<file path="config.mk">
export PLATFORM = sky130hd
export DESIGN_NAME = mem_bank_ctrl
export DESIGN_NICKNAME = d
export VERILOG_FILES = /design/src/rtl/mem_bank_ctrl.sv
export SDC_FILE = /design/constraint.sdc
export NUM_CORES = 1
export LEC_CHECK = 0
export BUFFER_PORTS_ARGS = -buffer_cell sky130_fd_sc_hd__buf_4
export CORE_ASPECT_RATIO = 1.25
export CORE_MARGIN = 1
export CORE_UTILIZATION = 50
export CTS_CLUSTER_DIAMETER = 120
export DETAILED_ROUTE_END_ITERATION = 6
export GPL_ROUTABILITY_DRIVEN = 0
export HOLD_SLACK_MARGIN = 0.15
export PLACE_DENSITY = 0.74
export SLEW_MARGIN = 40
export SYNTH_ARGS = -nofsm -noshare
export SYNTH_HDL_FRONTEND = slang
export SYNTH_SLANG_ARGS = --single-unit
</file>
<file path="constraint.sdc">
create_clock -name clk -period 2.5 [get_ports clk]
set_input_delay 0.125 -clock clk [delete_from_list [all_inputs] [get_ports clk]]
set_output_delay 0.125 -clock clk [all_outputs]
set_load 0.03 [all_outputs]
</file>
<file path="src/rtl/mem_bank_ctrl.sv">
// mem_bank_ctrl: bank-switch controller for the memory bank register.
// Bank commands are accepted in IDLE, and any resulting switch is held in
// PENDING until the next instruction boundary. At that boundary a one-cycle
// load pulse (bank_ce) is issued together with the new bank value.
// PUSH_SET and POP save and restore the committed bank through a LIFO stack,
// which is used for calls and interrupts.
//
// Handshake: a command transfers on a rising edge where cmd_valid && cmd_ready.
// cmd_ready is high only in IDLE, so at most one switch is outstanding. The
// requester may hold cmd_valid high while PENDING; that command is taken on
// the first edge after the controller returns to IDLE.
module mem_bank_ctrl #(
    parameter int WIDTH = 2,
    parameter int DEPTH = 4
) (
    input  logic                       clk,
    input  logic                       rst_n,
    input  logic                       cmd_valid,
    output logic                       cmd_ready,
    input  logic [1:0]                 cmd_op,
    input  logic [WIDTH-1:0]           cmd_bank,
    input  logic                       instr_end,
    output logic                       bank_ce,
    output logic [WIDTH-1:0]           bank_new,
    output logic [WIDTH-1:0]           bank_cur,
    output logic                       pending,
    output logic [$clog2(DEPTH+1)-1:0] stack_cnt,
    output logic                       err_ovf,
    output logic                       err_unf,
    input  logic                       err_clr
);

    localparam int CNT_W = $clog2(DEPTH + 1);
    localparam int PTR_W = (DEPTH > 1) ? $clog2(DEPTH) : 1;
    localparam logic [CNT_W-1:0] DEPTH_C = CNT_W'(DEPTH);

    localparam logic [1:0] OP_SET      = 2'b00;
    localparam logic [1:0] OP_PUSH_SET = 2'b01;
    localparam logic [1:0] OP_POP      = 2'b10;

    typedef enum logic {
        S_IDLE    = 1'b0,
        S_PENDING = 1'b1
    } state_e;

    state_e            state_q, state_d;
    logic [WIDTH-1:0]  target_q, target_d;
    logic [WIDTH-1:0]  bank_cur_q, bank_cur_d;
    logic [WIDTH-1:0]  bank_new_q, bank_new_d;
    logic              bank_ce_q, bank_ce_d;
    logic [CNT_W-1:0]  stack_cnt_q, stack_cnt_d;
    logic              err_ovf_q, err_ovf_d;
    logic              err_unf_q, err_unf_d;
    logic [WIDTH-1:0]  stack_q [DEPTH];
    logic [WIDTH-1:0]  stack_d [DEPTH];

    logic              accept;
    logic              commit;
    logic              stack_full;
    logic              stack_empty;
    logic              do_switch;
    logic [PTR_W-1:0]  push_ptr;
    logic [PTR_W-1:0]  top_ptr;

    assign accept      = cmd_valid && cmd_ready;
    assign commit      = (state_q == S_PENDING) && instr_end;
    assign stack_full  = (stack_cnt_q == DEPTH_C);
    assign stack_empty = (stack_cnt_q == '0);
    assign push_ptr    = PTR_W'(stack_cnt_q);
    assign top_ptr     = PTR_W'(stack_cnt_q - CNT_W'(1));

    // Decide whether the accepted command produces a switch. Error cases and
    // NOP are consumed in IDLE without changing the bank.
    always_comb begin
        do_switch = 1'b0;
        if (accept) begin
            unique case (cmd_op)
                OP_SET:      do_switch = 1'b1;
                OP_PUSH_SET: do_switch = !stack_full;
                OP_POP:      do_switch = !stack_empty;
                default:     do_switch = 1'b0;
            endcase
        end
    end

    // FSM state register.
    always_ff @(posedge clk or negedge rst_n) begin
        if (!rst_n) state_q <= S_IDLE;
        else        state_q <= state_d;
    end

    // FSM next state: the switch waits for an instruction boundary sampled in PENDING.
    always_comb begin
        state_d = state_q;
        unique case (state_q)
            S_IDLE:    if (do_switch) state_d = S_PENDING;
            S_PENDING: if (instr_end) state_d = S_IDLE;
            default:   state_d = S_IDLE;
        endcase
    end

    // FSM outputs are decoded directly from the state.
    always_comb begin
        cmd_ready = (state_q == S_IDLE);
        pending   = (state_q == S_PENDING);
    end

    // Datapath next values: target, stack, committed bank, load pulse, errors.
    always_comb begin
        target_d    = target_q;
        bank_cur_d  = bank_cur_q;
        bank_new_d  = bank_new_q;
        bank_ce_d   = commit;
        stack_cnt_d = stack_cnt_q;
        stack_d     = stack_q;
        err_ovf_d   = err_clr ? 1'b0 : err_ovf_q;
        err_unf_d   = err_clr ? 1'b0 : err_unf_q;

        if (commit) begin
            bank_cur_d = target_q;
            bank_new_d = target_q;
        end

        if (accept) begin
            unique case (cmd_op)
                OP_SET: target_d = cmd_bank;
                OP_PUSH_SET: begin
                    if (stack_full) begin
                        err_ovf_d = 1'b1;
                    end else begin
                        // bank_cur is already final: no switch is outstanding in IDLE.
                        stack_d[push_ptr] = bank_cur_q;
                        stack_cnt_d       = stack_cnt_q + CNT_W'(1);
                        target_d          = cmd_bank;
                    end
                end
                OP_POP: begin
                    if (stack_empty) begin
                        err_unf_d = 1'b1;
                    end else begin
                        target_d    = stack_q[top_ptr];
                        stack_cnt_d = stack_cnt_q - CNT_W'(1);
                    end
                end
                default: ;
            endcase
        end
    end

    // Control and bank registers with asynchronous reset.
    always_ff @(posedge clk or negedge rst_n) begin
        if (!rst_n) begin
            target_q    <= '0;
            bank_cur_q  <= '0;
            bank_new_q  <= '0;
            bank_ce_q   <= 1'b0;
            stack_cnt_q <= '0;
            err_ovf_q   <= 1'b0;
            err_unf_q   <= 1'b0;
        end else begin
            target_q    <= target_d;
            bank_cur_q  <= bank_cur_d;
            bank_new_q  <= bank_new_d;
            bank_ce_q   <= bank_ce_d;
            stack_cnt_q <= stack_cnt_d;
            err_ovf_q   <= err_ovf_d;
            err_unf_q   <= err_unf_d;
        end
    end

    // Stack storage needs no reset: only entries below stack_cnt are ever read.
    always_ff @(posedge clk) begin
        stack_q <= stack_d;
    end

    assign bank_ce   = bank_ce_q;
    assign bank_new  = bank_new_q;
    assign bank_cur  = bank_cur_q;
    assign stack_cnt = stack_cnt_q;
    assign err_ovf   = err_ovf_q;
    assign err_unf   = err_unf_q;

endmodule

</file>
==> flow_results.xml <==
<?xml version="1.0" encoding="UTF-8"?>
<metrics>
  <group name="drt">
    <metric name="finalWirelength" unit="um">1689</metric>
    <metric name="drcViolationCount" unit="">0</metric>
    <metric name="postRouteAntennaNets" unit="">0</metric>
    <metric name="avgRoutedWirePerCell" unit="um">14.82</metric>
    <metric name="met1_length" unit="um">710</metric>
    <metric name="via_count" unit="">603</metric>
    <metric name="top_signal_layer_used" unit="">met4</metric>
    <metric name="routed-wl-met2" unit="um">885</metric>
    <metric name="post_drt_via_cell_ratio" unit="">5.289</metric>
    <metric name="dr_wl_met3" unit="um">59</metric>
    <metric name="detail_route.first_pass.iterations" unit="">4</metric>
    <metric name="drt_first_iter_violations" unit="">9</metric>
  </group>
  <group name="grt">
    <metric name="grt_pass1_wl" unit="um">2642</metric>
    <metric name="globalRouteOverflowTotal" unit="">0</metric>
    <metric name="antenna_found_initial" unit="">0</metric>
    <metric name="grt_util_all_layers" unit="%">19.54</metric>
    <metric name="via_count_of_the_first_global_routing_pass" unit="">616</metric>
    <metric name="grt_max_degree" unit="">13</metric>
  </group>
  <group name="sta">
    <metric name="final.setup.tns" unit="ns">0</metric>
    <metric name="final_hold_viol_count" unit="">0</metric>
    <metric name="worst_margin_pin_slew" unit="ns">0.3218</metric>
    <metric name="max_freq" unit="MHz">592.4</metric>
    <metric name="rsz0062_at_grt" unit="">no</metric>
    <metric name="fin_skew" unit="ns">0.001833</metric>
    <metric name="period_minus_slack" unit="ns">1.688</metric>
    <metric name="setup_slack" unit="ns">0.8118</metric>
    <metric name="slew-limit-headroom" unit="%">78.55</metric>
    <metric name="report.final.setup_viol" unit="">0</metric>
    <metric name="finalMaxSlewViolations" unit="">0</metric>
    <metric name="fin_hold_ws" unit="ns">0.1709</metric>
    <metric name="period_share" unit="%">67.53</metric>
  </group>
  <group name="yosys">
    <metric name="yosysWarningCount" unit="">0</metric>
    <metric name="mappedNetlistNets" unit="">84</metric>
    <metric name="synth-seq-cells" unit="">19</metric>
    <metric name="synth-simple-area-share" unit="%">8.497</metric>
    <metric name="synth.area.mux_share" unit="%">11.90</metric>
    <metric name="main_combinational_cell_family_by_area_after_synthesis" unit="">multiplexers</metric>
    <metric name="synth-adder-area-share" unit="%">6.536</metric>
    <metric name="synth_xor_xnor_area_share" unit="%">3.660</metric>
    <metric name="netlist_instances" unit="">70</metric>
    <metric name="synthesis.area_per_instance" unit="sq um">13.67</metric>
    <metric name="synth_cell_type_count" unit="">26</metric>
    <metric name="synth_sequential_area_ratio" unit="%">53.86</metric>
    <metric name="synth_compound_area_share" unit="%">9.935</metric>
    <metric name="synth.cell_area" unit="sq um">957.2</metric>
  </group>
  <group name="critical_path">
    <metric name="cp_slowest_cell" unit="">sky130_fd_sc_hd__dfrtp_1</metric>
    <metric name="crit_type" unit="">reg2reg</metric>
    <metric name="crit_path_max_fanout" unit="">6</metric>
    <metric name="crit_path_end_kind" unit="">flip-flop</metric>
    <metric name="critPathLaunchType" unit="">flip-flop</metric>
    <metric name="path_cells" unit="">inv_1 -&gt; ha_1 -&gt; mux4_2 -&gt; mux2i_1 -&gt; a21oi_1</metric>
    <metric name="cpPeakStageDelay" unit="ns">0.50</metric>
    <metric name="critPathRequiredTime" unit="ns">2.69</metric>
    <metric name="cp.arrival" unit="ns">1.88</metric>
  </group>
  <group name="clock_network">
    <metric name="cts-resized-gates" unit="">0</metric>
    <metric name="postCtsSetupRepairBufs" unit="">0</metric>
    <metric name="h-tree-depth" unit="">1</metric>
    <metric name="clock_insertion_delay_worst_skew" unit="ns">0.31</metric>
    <metric name="cts_tree" unit="">yes</metric>
    <metric name="ctsRootBufferMaster" unit="">sky130_fd_sc_hd__clkbuf_4</metric>
    <metric name="numClockSinks" unit="">19</metric>
    <metric name="number_of_buffers_inserted_during_clock_tree_synthesis" unit="">3</metric>
    <metric name="clk_pin_slew" unit="ns">0.11</metric>
    <metric name="clock_path_buffers" unit="">2</metric>
  </group>
  <group name="hold_path">
    <metric name="min_path_type" unit="">in2async</metric>
  </group>
  <group name="run_status">
    <metric name="outcome" unit="">finished clean</metric>
  </group>
  <group name="die">
    <metric name="total_die_area" unit="sq mm">0.002094</metric>
    <metric name="design.core.area" unit="sq mm">0.001787</metric>
    <metric name="placementRows" unit="">17</metric>
    <metric name="floorplan.initialDensity" unit="%">53.57</metric>
    <metric name="floorplan.die.width" unit="um">41.14</metric>
    <metric name="die-height" unit="um">50.92</metric>
    <metric name="pin_count" unit="">21</metric>
  </group>
  <group name="placed_design">
    <metric name="placement.io_buffers" unit="">20</metric>
    <metric name="dp_cells" unit="">105</metric>
    <metric name="postPlaceCellArea" unit="sq mm">0.001100</metric>
    <metric name="hpwl" unit="um">1292</metric>
    <metric name="dp_slack" unit="ns">0.8174</metric>
  </group>
  <group name="power">
    <metric name="p_leak" unit="nW">0.5103</metric>
    <metric name="total_power" unit="mW">1.293</metric>
    <metric name="p_per_area" unit="mW/mm^2">1096</metric>
    <metric name="ir_drop" unit="V">0.0006652</metric>
  </group>
  <group name="job">
    <metric name="maxCapViolCount" unit="">0</metric>
  </group>
  <group name="final_layout">
    <metric name="num-nets-final" unit="">110</metric>
    <metric name="finish.instance_area" unit="sq mm">0.001180</metric>
    <metric name="final_cell_mix" unit="">20 x sky130_fd_sc_hd__buf_4, 11 x sky130_fd_sc_hd__dfrtp_1, 8 x sky130_fd_sc_hd__edfxtp_1</metric>
    <metric name="mostFrequentLayoutCell" unit="">sky130_fd_sc_hd__buf_4</metric>
    <metric name="fin_util" unit="%">66.04</metric>
    <metric name="flow.area_growth_from_synthesis" unit="%">23.27</metric>
    <metric name="final_layout_size_suffix_gt1_share" unit="%">35.79</metric>
    <metric name="n_antenna_cell" unit="">0</metric>
    <metric name="post_layout_nonfiller_instances" unit="">114</metric>
  </group>
</metrics>
metal layers:
| metal | GRT usage [%] | up-vias |
|---|---|---|
| li1 | - | 290 |
| met1 | 23.30 | 292 |
| met2 | 32.29 | 18 |
| met3 | 4.348 | 3 |
| met4 | 8.065 | 0 |
| met5 | 0 | - |
area by class of cell:
cell class,count,area (sq um)
clock buffers,3,22.52
clock inverters,1,7.507
fillers,145,606.8
inverters,6,22.52
multi-input cells,41,387.9
flip-flops and latches,19,515.5
well taps,19,23.77
repair buffers,25,200.2
sequential cells by signal, indices dropped and copies added, names as in the netlist:
register	count
err_unf	1
target_q	2
bank_new	2
pending	1
stack_q	8
stack_cnt	3
err_ovf	1
bank_ce	1
kinds of logic after synthesis:
logic type      count (synthesis)
xor+xnor                        4
simple gates                   15
flops                          19
mux                             8
compound gates                  9
fa+ha+maj                       5
buf+inv                        10
worst paths after layout:
| check | startpoint | end | slack [ns] | cells past startpoint |
|---|---|---|---|---|
| worst max-delay path | stack_cnt[0] | target_q[0] | 0.81 | 5 |
| worst min-delay path | rst_n | stack_cnt[1] | 0.17 | 2 |
| worst max register to register | stack_cnt[0] | target_q[0] | 0.81 | 5 |
| worst min register to register | target_q[1] | bank_new[1] | 0.52 | 1 |
| max in group asynchronous | rst_n | bank_new[1] | 2.18 | 2 |
| min in group clk | cmd_op[0] | target_q[0] | 0.17 | 3 |
synth_stat cells:
library cell,instances,area share [%]
sky130_fd_sc_hd__dfrtp_1,11,29
sky130_fd_sc_hd__edfxtp_1,8,25
sky130_fd_sc_hd__inv_1,6,2.4
sky130_fd_sc_hd__ha_1,5,6.5
sky130_fd_sc_hd__a21oi_1,3,1.6
sky130_fd_sc_hd__and2_1,3,2.0
sky130_fd_sc_hd__mux2_2,3,3.5
sky130_fd_sc_hd__nand2_1,3,1.2
sky130_fd_sc_hd__nand2b_1,3,2.0
sky130_fd_sc_hd__nor2_1,3,1.2
sky130_fd_sc_hd__xnor2_1,3,2.7
sky130_fd_sc_hd__a221oi_4,2,5.5
sky130_fd_sc_hd__buf_4,2,1.6
sky130_fd_sc_hd__mux2i_1,2,2.1
sky130_fd_sc_hd__mux4_2,2,4.7
sky130_fd_sc_hd__buf_2,1,0.52
sky130_fd_sc_hd__buf_6,1,1.2
sky130_fd_sc_hd__mux2_4,1,1.6
sky130_fd_sc_hd__nand2_2,1,0.65
sky130_fd_sc_hd__nand2b_2,1,0.92
sky130_fd_sc_hd__o21ai_1,1,0.52
sky130_fd_sc_hd__o21bai_1,1,0.78
sky130_fd_sc_hd__o22ai_1,1,0.65
sky130_fd_sc_hd__o32ai_1,1,0.92
sky130_fd_sc_hd__or2_1,1,0.65
sky130_fd_sc_hd__xor2_1,1,0.92
timing repair:
item                                    4_1_cts  5_1_grt
hold buffers                                  5        0
endpoints found under the setup margin        0        0
hold endpoints to repair                     17        0
report_power, final:
| part | leakage, nW | switching, mW | total [mW] | internal, mW |
|---|---|---|---|---|
| clock | 0.0139 | 0.101 | 0.163 | 0.0612 |
| combinational | 0.291 | 0.349 | 0.620 | 0.270 |
| sequential | 0.205 | 0.0931 | 0.511 | 0.418 |
worst max-delay path: cells and delay by family (launching register included):
family                   cells  cell delay, ns
flip-flops                   1            0.50
multiplexers                 2            0.48
adder cells (fa/ha/maj)      1            0.37
buffers and inverters        1            0.14
AO/OA/AOI/OAI                1            0.08
Note: power is estimated with default switching activity, not from simulation.
